### src/rtl/blit_engine_if.sv
// Bus interfaces for the rectangle blitter: the host register bus
// (host is master) and the memory port (engine is master).

interface blit_reg_if #(
  parameter int DATA_WIDTH = 16
);
  logic                  enable;
  logic [3:0]            reg_addr;
  logic                  write;
  logic [DATA_WIDTH-1:0] reg_wdata;
  logic [DATA_WIDTH-1:0] reg_rdata;
  logic                  dtack;
  logic                  berr;

  modport master (
    output enable, reg_addr, write, reg_wdata,
    input  reg_rdata, dtack, berr
  );

  modport slave (
    input  enable, reg_addr, write, reg_wdata,
    output reg_rdata, dtack, berr
  );
endinterface

interface blit_mem_if #(
  parameter int ADDR_WIDTH = 24,
  parameter int DATA_WIDTH = 16
);
  logic                  mem_req;
  logic                  mem_write;
  logic [ADDR_WIDTH-1:0] mem_addr;
  logic [DATA_WIDTH-1:0] mem_wdata;
  logic [DATA_WIDTH-1:0] mem_rdata;
  logic                  mem_ack;

  modport master (
    output mem_req, mem_write, mem_addr, mem_wdata,
    input  mem_rdata, mem_ack
  );

  modport slave (
    input  mem_req, mem_write, mem_addr, mem_wdata,
    output mem_rdata, mem_ack
  );
endinterface

### src/rtl/blit_engine.sv
// Rectangle blitter: host-programmable register file plus a row-major
// copy/fill engine driving a single-outstanding memory master port.

module blit_engine #(
  parameter int ADDR_WIDTH  = 24,
  parameter int DATA_WIDTH  = 16,
  parameter int COUNT_WIDTH = 12
) (
  input  logic        clk,
  input  logic        reset,
  blit_reg_if.slave   regs,
  blit_mem_if.master  mem,
  output logic        irq
);

  typedef enum logic [1:0] {S_IDLE, S_READ, S_WRITE, S_ADV} state_t;

  state_t                 state;
  logic [DATA_WIDTH-1:0]  src_lo, src_hi, dst_lo, dst_hi;
  logic [DATA_WIDTH-1:0]  src_stride, dst_stride, opcode, fill;
  logic [COUNT_WIDTH-1:0] cols, rows, col, row;
  logic                   busy, done, err, last, op_copy;
  logic [ADDR_WIDTH-1:0]  src_base, dst_base;

  logic                   req_q, we_q, dtack_q, berr_q;
  logic [ADDR_WIDTH-1:0]  addr_q;
  logic [DATA_WIDTH-1:0]  wdata_q, rdata_q;

  logic [ADDR_WIDTH-1:0]  src_addr, dst_addr, cur_dst_addr;
  logic [ADDR_WIDTH-1:0]  next_src_base, next_dst_base, next_src_addr, next_dst_addr;
  logic [COUNT_WIDTH-1:0] next_col, next_row;
  logic                   row_end, is_last, acked;
  logic [DATA_WIDTH-1:0]  read_val;

  assign src_addr = ADDR_WIDTH'({src_hi, src_lo});
  assign dst_addr = ADDR_WIDTH'({dst_hi, dst_lo});
  assign acked    = mem.mem_ack && req_q;

  // Next-element address generation (row-major, wrapping arithmetic)
  always_comb begin
    row_end       = (col == cols - COUNT_WIDTH'(1));
    is_last       = row_end && (row == rows - COUNT_WIDTH'(1));
    next_col      = row_end ? '0 : col + COUNT_WIDTH'(1);
    next_row      = row_end ? row + COUNT_WIDTH'(1) : row;
    next_src_base = row_end ? src_base + ADDR_WIDTH'(src_stride) : src_base;
    next_dst_base = row_end ? dst_base + ADDR_WIDTH'(dst_stride) : dst_base;
    next_src_addr = next_src_base + ADDR_WIDTH'(next_col);
    next_dst_addr = next_dst_base + ADDR_WIDTH'(next_col);
    cur_dst_addr  = dst_base + ADDR_WIDTH'(col);
  end

  // Register read multiplexer
  always_comb begin
    read_val = '0;
    case (regs.reg_addr)
      4'd0:    read_val = src_lo;
      4'd1:    read_val = src_hi;
      4'd2:    read_val = dst_lo;
      4'd3:    read_val = dst_hi;
      4'd4:    read_val = src_stride;
      4'd5:    read_val = dst_stride;
      4'd6:    read_val = DATA_WIDTH'(cols);
      4'd7:    read_val = DATA_WIDTH'(rows);
      4'd8:    read_val = opcode;
      4'd9:    read_val = DATA_WIDTH'({err, done, busy});
      4'd10:   read_val = fill;
      default: read_val = '0;
    endcase
  end

  // Register access, operation start and the transfer state machine
  always_ff @(posedge clk) begin
    if (!reset) begin
      state      <= S_IDLE;
      src_lo     <= '0;
      src_hi     <= '0;
      dst_lo     <= '0;
      dst_hi     <= '0;
      src_stride <= '0;
      dst_stride <= '0;
      opcode     <= '0;
      fill       <= '0;
      cols       <= '0;
      rows       <= '0;
      col        <= '0;
      row        <= '0;
      busy       <= 1'b0;
      done       <= 1'b0;
      err        <= 1'b0;
      last       <= 1'b0;
      op_copy    <= 1'b0;
      src_base   <= '0;
      dst_base   <= '0;
      req_q      <= 1'b0;
      we_q       <= 1'b0;
      addr_q     <= '0;
      wdata_q    <= '0;
      dtack_q    <= 1'b0;
      berr_q     <= 1'b0;
      rdata_q    <= '0;
    end else begin
      dtack_q <= 1'b0;
      berr_q  <= 1'b0;

      if (regs.enable) begin
        rdata_q <= regs.write ? '0 : read_val;
        if (regs.write && busy) begin
          berr_q <= 1'b1;
        end else begin
          dtack_q <= 1'b1;
        end

        if (regs.write && !busy) begin
          case (regs.reg_addr)
            4'd0:  src_lo     <= regs.reg_wdata;
            4'd1:  src_hi     <= regs.reg_wdata;
            4'd2:  dst_lo     <= regs.reg_wdata;
            4'd3:  dst_hi     <= regs.reg_wdata;
            4'd4:  src_stride <= regs.reg_wdata;
            4'd5:  dst_stride <= regs.reg_wdata;
            4'd6:  cols       <= COUNT_WIDTH'(regs.reg_wdata);
            4'd7:  rows       <= COUNT_WIDTH'(regs.reg_wdata);
            4'd9: begin
              done <= 1'b0;
              err  <= 1'b0;
            end
            4'd10: fill       <= regs.reg_wdata;
            4'd8: begin
              opcode <= regs.reg_wdata;
              if (regs.reg_wdata == DATA_WIDTH'(1) || regs.reg_wdata == DATA_WIDTH'(2)) begin
                done     <= 1'b0;
                err      <= 1'b0;
                busy     <= 1'b1;
                col      <= '0;
                row      <= '0;
                src_base <= src_addr;
                dst_base <= dst_addr;
                op_copy  <= (regs.reg_wdata == DATA_WIDTH'(1));
                // An empty rectangle parks in ADV for one cycle so busy
                // is visible for exactly one cycle before done.
                if (cols == '0 || rows == '0) begin
                  state <= S_ADV;
                  last  <= 1'b1;
                end else begin
                  last  <= 1'b0;
                  req_q <= 1'b1;
                  if (regs.reg_wdata == DATA_WIDTH'(1)) begin
                    state  <= S_READ;
                    we_q   <= 1'b0;
                    addr_q <= src_addr;
                  end else begin
                    state   <= S_WRITE;
                    we_q    <= 1'b1;
                    addr_q  <= dst_addr;
                    wdata_q <= fill;
                  end
                end
              end else if (regs.reg_wdata != '0) begin
                err <= 1'b1;
              end
            end
            default: ;
          endcase
        end
      end

      case (state)
        S_IDLE: ;
        S_READ: begin
          if (acked) begin
            wdata_q <= mem.mem_rdata;
            we_q    <= 1'b1;
            addr_q  <= cur_dst_addr;
            state   <= S_WRITE;
          end
        end
        S_WRITE: begin
          if (acked) begin
            req_q <= 1'b0;
            we_q  <= 1'b0;
            last  <= is_last;
            state <= S_ADV;
          end
        end
        S_ADV: begin
          if (last) begin
            state <= S_IDLE;
            busy  <= 1'b0;
            done  <= 1'b1;
          end else begin
            col      <= next_col;
            row      <= next_row;
            src_base <= next_src_base;
            dst_base <= next_dst_base;
            req_q    <= 1'b1;
            if (op_copy) begin
              state  <= S_READ;
              we_q   <= 1'b0;
              addr_q <= next_src_addr;
            end else begin
              state   <= S_WRITE;
              we_q    <= 1'b1;
              addr_q  <= next_dst_addr;
              wdata_q <= fill;
            end
          end
        end
        default: state <= S_IDLE;
      endcase
    end
  end

  assign regs.reg_rdata = rdata_q;
  assign regs.dtack     = dtack_q;
  assign regs.berr      = berr_q;
  assign mem.mem_req    = req_q;
  assign mem.mem_write  = we_q;
  assign mem.mem_addr   = addr_q;
  assign mem.mem_wdata  = wdata_q;
  assign irq            = done;

endmodule
### src/flat_wrapper.sv
// flat-port wrapper written by rule: the top's interface ports become plain ports
module blit_engine_flat 
#(
  parameter int ADDR_WIDTH  = 24,
  parameter int DATA_WIDTH  = 16,
  parameter int COUNT_WIDTH = 12
)
  (clk, reset, irq, regs_enable, regs_reg_addr, regs_write, regs_reg_wdata, regs_reg_rdata, regs_dtack, regs_berr, mem_mem_req, mem_mem_write, mem_mem_addr, mem_mem_wdata, mem_mem_rdata, mem_mem_ack);
  blit_reg_if #(.DATA_WIDTH(DATA_WIDTH)) regs_i ();
  blit_mem_if #(.ADDR_WIDTH(ADDR_WIDTH), .DATA_WIDTH(DATA_WIDTH)) mem_i ();
  input  logic clk;
  input  logic reset;
  output logic irq;
  input wire logic [$bits(regs_i.enable)-1:0] regs_enable;
  input wire logic [$bits(regs_i.reg_addr)-1:0] regs_reg_addr;
  input wire logic [$bits(regs_i.write)-1:0] regs_write;
  input wire logic [$bits(regs_i.reg_wdata)-1:0] regs_reg_wdata;
  output wire logic [$bits(regs_i.reg_rdata)-1:0] regs_reg_rdata;
  output wire logic [$bits(regs_i.dtack)-1:0] regs_dtack;
  output wire logic [$bits(regs_i.berr)-1:0] regs_berr;
  output wire logic [$bits(mem_i.mem_req)-1:0] mem_mem_req;
  output wire logic [$bits(mem_i.mem_write)-1:0] mem_mem_write;
  output wire logic [$bits(mem_i.mem_addr)-1:0] mem_mem_addr;
  output wire logic [$bits(mem_i.mem_wdata)-1:0] mem_mem_wdata;
  input wire logic [$bits(mem_i.mem_rdata)-1:0] mem_mem_rdata;
  input wire logic [$bits(mem_i.mem_ack)-1:0] mem_mem_ack;
  assign regs_i.enable = regs_enable;
  assign regs_i.reg_addr = regs_reg_addr;
  assign regs_i.write = regs_write;
  assign regs_i.reg_wdata = regs_reg_wdata;
  assign regs_reg_rdata = regs_i.reg_rdata;
  assign regs_dtack = regs_i.dtack;
  assign regs_berr = regs_i.berr;
  assign mem_mem_req = mem_i.mem_req;
  assign mem_mem_write = mem_i.mem_write;
  assign mem_mem_addr = mem_i.mem_addr;
  assign mem_mem_wdata = mem_i.mem_wdata;
  assign mem_i.mem_rdata = mem_mem_rdata;
  assign mem_i.mem_ack = mem_mem_ack;
  blit_engine #(.ADDR_WIDTH(ADDR_WIDTH), .DATA_WIDTH(DATA_WIDTH), .COUNT_WIDTH(COUNT_WIDTH)) u_core (.clk(clk), .reset(reset), .regs(regs_i), .mem(mem_i), .irq(irq));
endmodule
### config.mk
export PLATFORM = sky130hd
export DESIGN_NAME = blit_engine_flat
export DESIGN_NICKNAME = d
export VERILOG_FILES = /design/src/rtl/blit_engine_if.sv /design/src/rtl/blit_engine.sv /design/src/flat_wrapper.sv
export SDC_FILE = /design/constraint.sdc
export NUM_CORES = 1
export LEC_CHECK = 0
export CAP_MARGIN = 20
export CORE_MARGIN = 5
export CORE_UTILIZATION = 30
export CTS_BUF_LIST = sky130_fd_sc_hd__clkbuf_2
export DETAILED_ROUTE_END_ITERATION = 10
export DONT_BUFFER_PORTS = 1
export HOLD_SLACK_MARGIN = 0.15
export PLACE_DENSITY = 0.46
export SYNTH_ARGS = -nofsm -noshare
export SYNTH_HDL_FRONTEND = slang
export SYNTH_SLANG_ARGS = --single-unit
### constraint.sdc
create_clock -name clk -period 5.28 [get_ports clk]
set_clock_uncertainty 0.2 [all_clocks]
set_input_delay 1.056 -clock clk [delete_from_list [all_inputs] [get_ports clk]]
set_output_delay 1.056 -clock clk [all_outputs]
set_load 0.01 [all_outputs]
==> impl_metrics.tcl <==
set metrics [dict create \
    netlist.area_leader.share 0.334 \
    worstSkewPairLatency_ps 1170 \
    intPower_w 0.00292 \
    synth_area_per_cell_um2 7.49 \
    startpoint_type "register" \
    root_buffer "clkbuf_2" \
    synth_area_leader_cell "dfxtp_1" \
    synthFlopType "dfxtp_1" \
    antenna_found_initial 9 \
    postPlaceCellArea_um2 18400 \
    yosysUniqueCellTypes 83 \
    ant_nets 0 \
    clkPwrFrac 0.424 \
    postCtsSetupBuffers 0 \
    crit_type "register to register" \
    detailedRoute.firstPassIterationCount 10 \
    num_vias 18200 \
    cts_tree "done" \
    power.static_leakage_nw 6.94 \
    grt_max_degree 134 \
    cts.path.max_buffers 3 \
    hold_class "primary input to register" \
    synth_cells 2327 \
    seqPwrFrac 0.527 \
    critPathArrivalTime_ps 5830 \
    core_area_um2 57600 \
    ys_ff_latch 291 \
    nFillCells 6257 \
    slew_headroom 0.252 \
    final_common_cell "nand2_1" \
    p_per_area_nw_per_um2 213 \
    numPortBuffers 0 \
    wl_mm 79.7 \
    synthToLayoutAreaGrowth_pct 13.1 \
    crit_buf_inv 1 \
    wire_per_inst_um 25.0 \
    via_per_inst 5.69 \
    ioPinCount 102 \
    sw_frac_of_total 0.306 \
    rsz0062_at_grt "true" \
    synth-edff-count 0 \
    combPwrFrac 0.049 \
    maxCapViolCount 0 \
    die-area_um2 63000 \
    power.net_switching_w 0.00129 \
    drv_slew 0 \
    track_usage 0.241 \
    status "finished, final reports clean" \
    fmaxAchievable_mhz 197 \
    gp_congestion 0.911 \
    syn-num-nets 2434 \
    utilization 0.342 \
    grt_first_pass_wirelength_mm 115 \
    hold_viol 0 \
    critPathTopFamily "compound AO/OA/AOI/OAI gates" \
    die-width_um 251 \
    synthArstFlopShare 0 \
    ir_drop_mv 0.130 \
    cp-end-kind "register" \
    final_nets 2470 \
    ys.warnings.count 0 \
    final_cell_mix "nand2_1 (499), a21oi_1 (295), dfxtp_1 (290)" \
    min_period_ps 5080 \
    yosysSeqAreaShare 0.334 \
    syn_area_um2 17400 \
    cts_buffers 85 \
    path_max_fanout 4 \
    rows 88 \
    die_h_um 251 \
    setup_viol 0 \
    final_design_area_no_fill_um2 19700 \
    worstMarginPinSlew_ps 1120 \
    slowest_delay_ps 550 \
    clock_sinks 291 \
    dp_hpwl_mm 57.4 \
    slowest_stage "or4_4" \
    start_util 0.303 \
    grt_overflow 0 \
    critPathRequiredTime_ps 6040 \
    drt_iter0_drc 1903 \
    htreeDepth 3 \
    drc 0 \
    synth.area.top_cells "dfxtp_1 (33%), nand2_1 (11%), a21oi_1 (8.5%)" \
    clk_pin_slew_worst_paths_ps 110 \
    drive_gt1_frac 0.108 \
    worstPathCellList "inv_1, ha_1, o21ba_1, a221oi_2, o22ai_1, or4_4, a21oi_4, mux4_2, ha_2, fa_2, a21o_1, a21oi_2, o21ai_1, a31o_2, a31o_2, a21oi_4, o21bai_4, nand3_2, xnor2_1, a222oi_1, nor2_1" \
    whs_ps 253 \
    first_global_vias 16900 \
    finalCritPeriodShare 0.961 \
]
[power by group through the flow]
stage / Combinational (W) / Sequential [W] / Clock (W)
floorplan: 0.000110 / 0.00226 / 0
global placement: 0.000132 / 0.00227 / 0
detailed placement: 0.000133 / 0.00227 / 0
CTS: 0.000201 / 0.00222 / 0.00184
global route: 0.000214 / 0.00222 / 0.00197
finish: 0.000205 / 0.00222 / 0.00179
[synth_stat cells, types with 30 or more instances]
cell type    n
nand3_1     50
a221oi_1    43
inv_1       30
a22oi_1     46
clkbuf_1   150
xor2_1      55
a22o_1      30
xnor2_1     62
and3_1      33
nor2_1     184
o21ai_0     81
a211oi_1    32
dfxtp_1    291
nor3_1      41
a21oi_1    297
nand2_1    500
ha_1        62
mux2i_1     36
[per-layer routing]
layer,vias to the layer above,wire [um],GRT usage
met4,2,3510,0.0996
li1,8436,-,-
met5,-,13,0
met3,172,7620,0.0754
met2,790,33700,0.355
met1,8779,34900,0.327
[worst register-to-register path, cell delays in order, from the launching register on]
cell,delay (ps)
dfxtp_2,330
inv_1,50
ha_1,250
o21ba_1,220
a221oi_2,300
o22ai_1,130
or4_4,550
a21oi_4,170
mux4_2,320
ha_2,220
fa_2,390
a21o_1,180
a21oi_2,180
o21ai_1,110
a31o_2,270
a31o_2,280
a21oi_4,180
o21bai_4,110
nand3_2,110
xnor2_1,70
a222oi_1,260
nor2_1,70
[metrics by stage]
step,power (W),setup WS (ps),cells,setup TNS (ps)
after floorplan,0.00237,2.75,2327,0
after global placement,0.00240,-67.7,2995,-149
after detailed placement,0.00240,-125,2997,-345
after CTS,0.00426,12.2,3190,0
after global routing,0.00440,-19.9,3193,-19.9
final,0.00421,205,3193,0
[worst paths after layout]
check | from | end | slack (ps) | depth (start not counted)
setup / recovery | u_core.cols[0]$_SDFFE_PN0P_ | u_core.mem.mem_addr[16]$_SDFF_PN0_ | 200 | 21
hold / removal | regs_reg_addr[0] | u_core.rows[9]$_SDFFE_PN0P_ | 250 | 5
setup reg to reg | u_core.cols[0]$_SDFFE_PN0P_ | u_core.mem.mem_addr[16]$_SDFF_PN0_ | 200 | 21
hold reg to reg | u_core.dst_hi[8]$_SDFFE_PN0P_ | u_core.dst_hi[8]$_SDFFE_PN0P_ | 260 | 2
[area by class of cell]
| type | count | area (um2) | share of cell area |
|---|---|---|---|
| sequential | 291 | 5830 | 0.295 |
| inverter | 33 | 131 | 0.00666 |
| timing repair buffer | 115 | 1010 | 0.0515 |
| clock buffer | 127 | 636 | 0.0322 |
| antenna | 3 | 7.51 | 0.000381 |
| clock inverter | 22 | 125 | 0.00635 |
| multi-input combinational | 1837 | 11000 | 0.559 |
| tap | 765 | 957 | 0.0485 |
[what timing repair did]
action	4_1_cts	5_1_grt
hold buffers	44	0
resized for setup	4	11
endpoints found under the setup margin	8	12
pin swaps	1	1
hold endpoints to repair	242	0
[kinds of logic (layout without fill, tap and decap cells)]
| family | count (synthesis) | count (layout) | share of synthesized area |
|---|---|---|---|
| xor+xnor | 118 | 118 | 0.0601 |
| other cells | 0 | 3 | 0 |
| compound gates | 686 | 686 | 0.251 |
| mux | 43 | 43 | 0.0284 |
| simple gates | 924 | 924 | 0.233 |
| fa+ha+maj | 66 | 66 | 0.0491 |
| flops | 291 | 291 | 0.334 |
| buf+inv | 199 | 297 | 0.0434 |
Note: power is estimated with default switching activity, not from simulation.
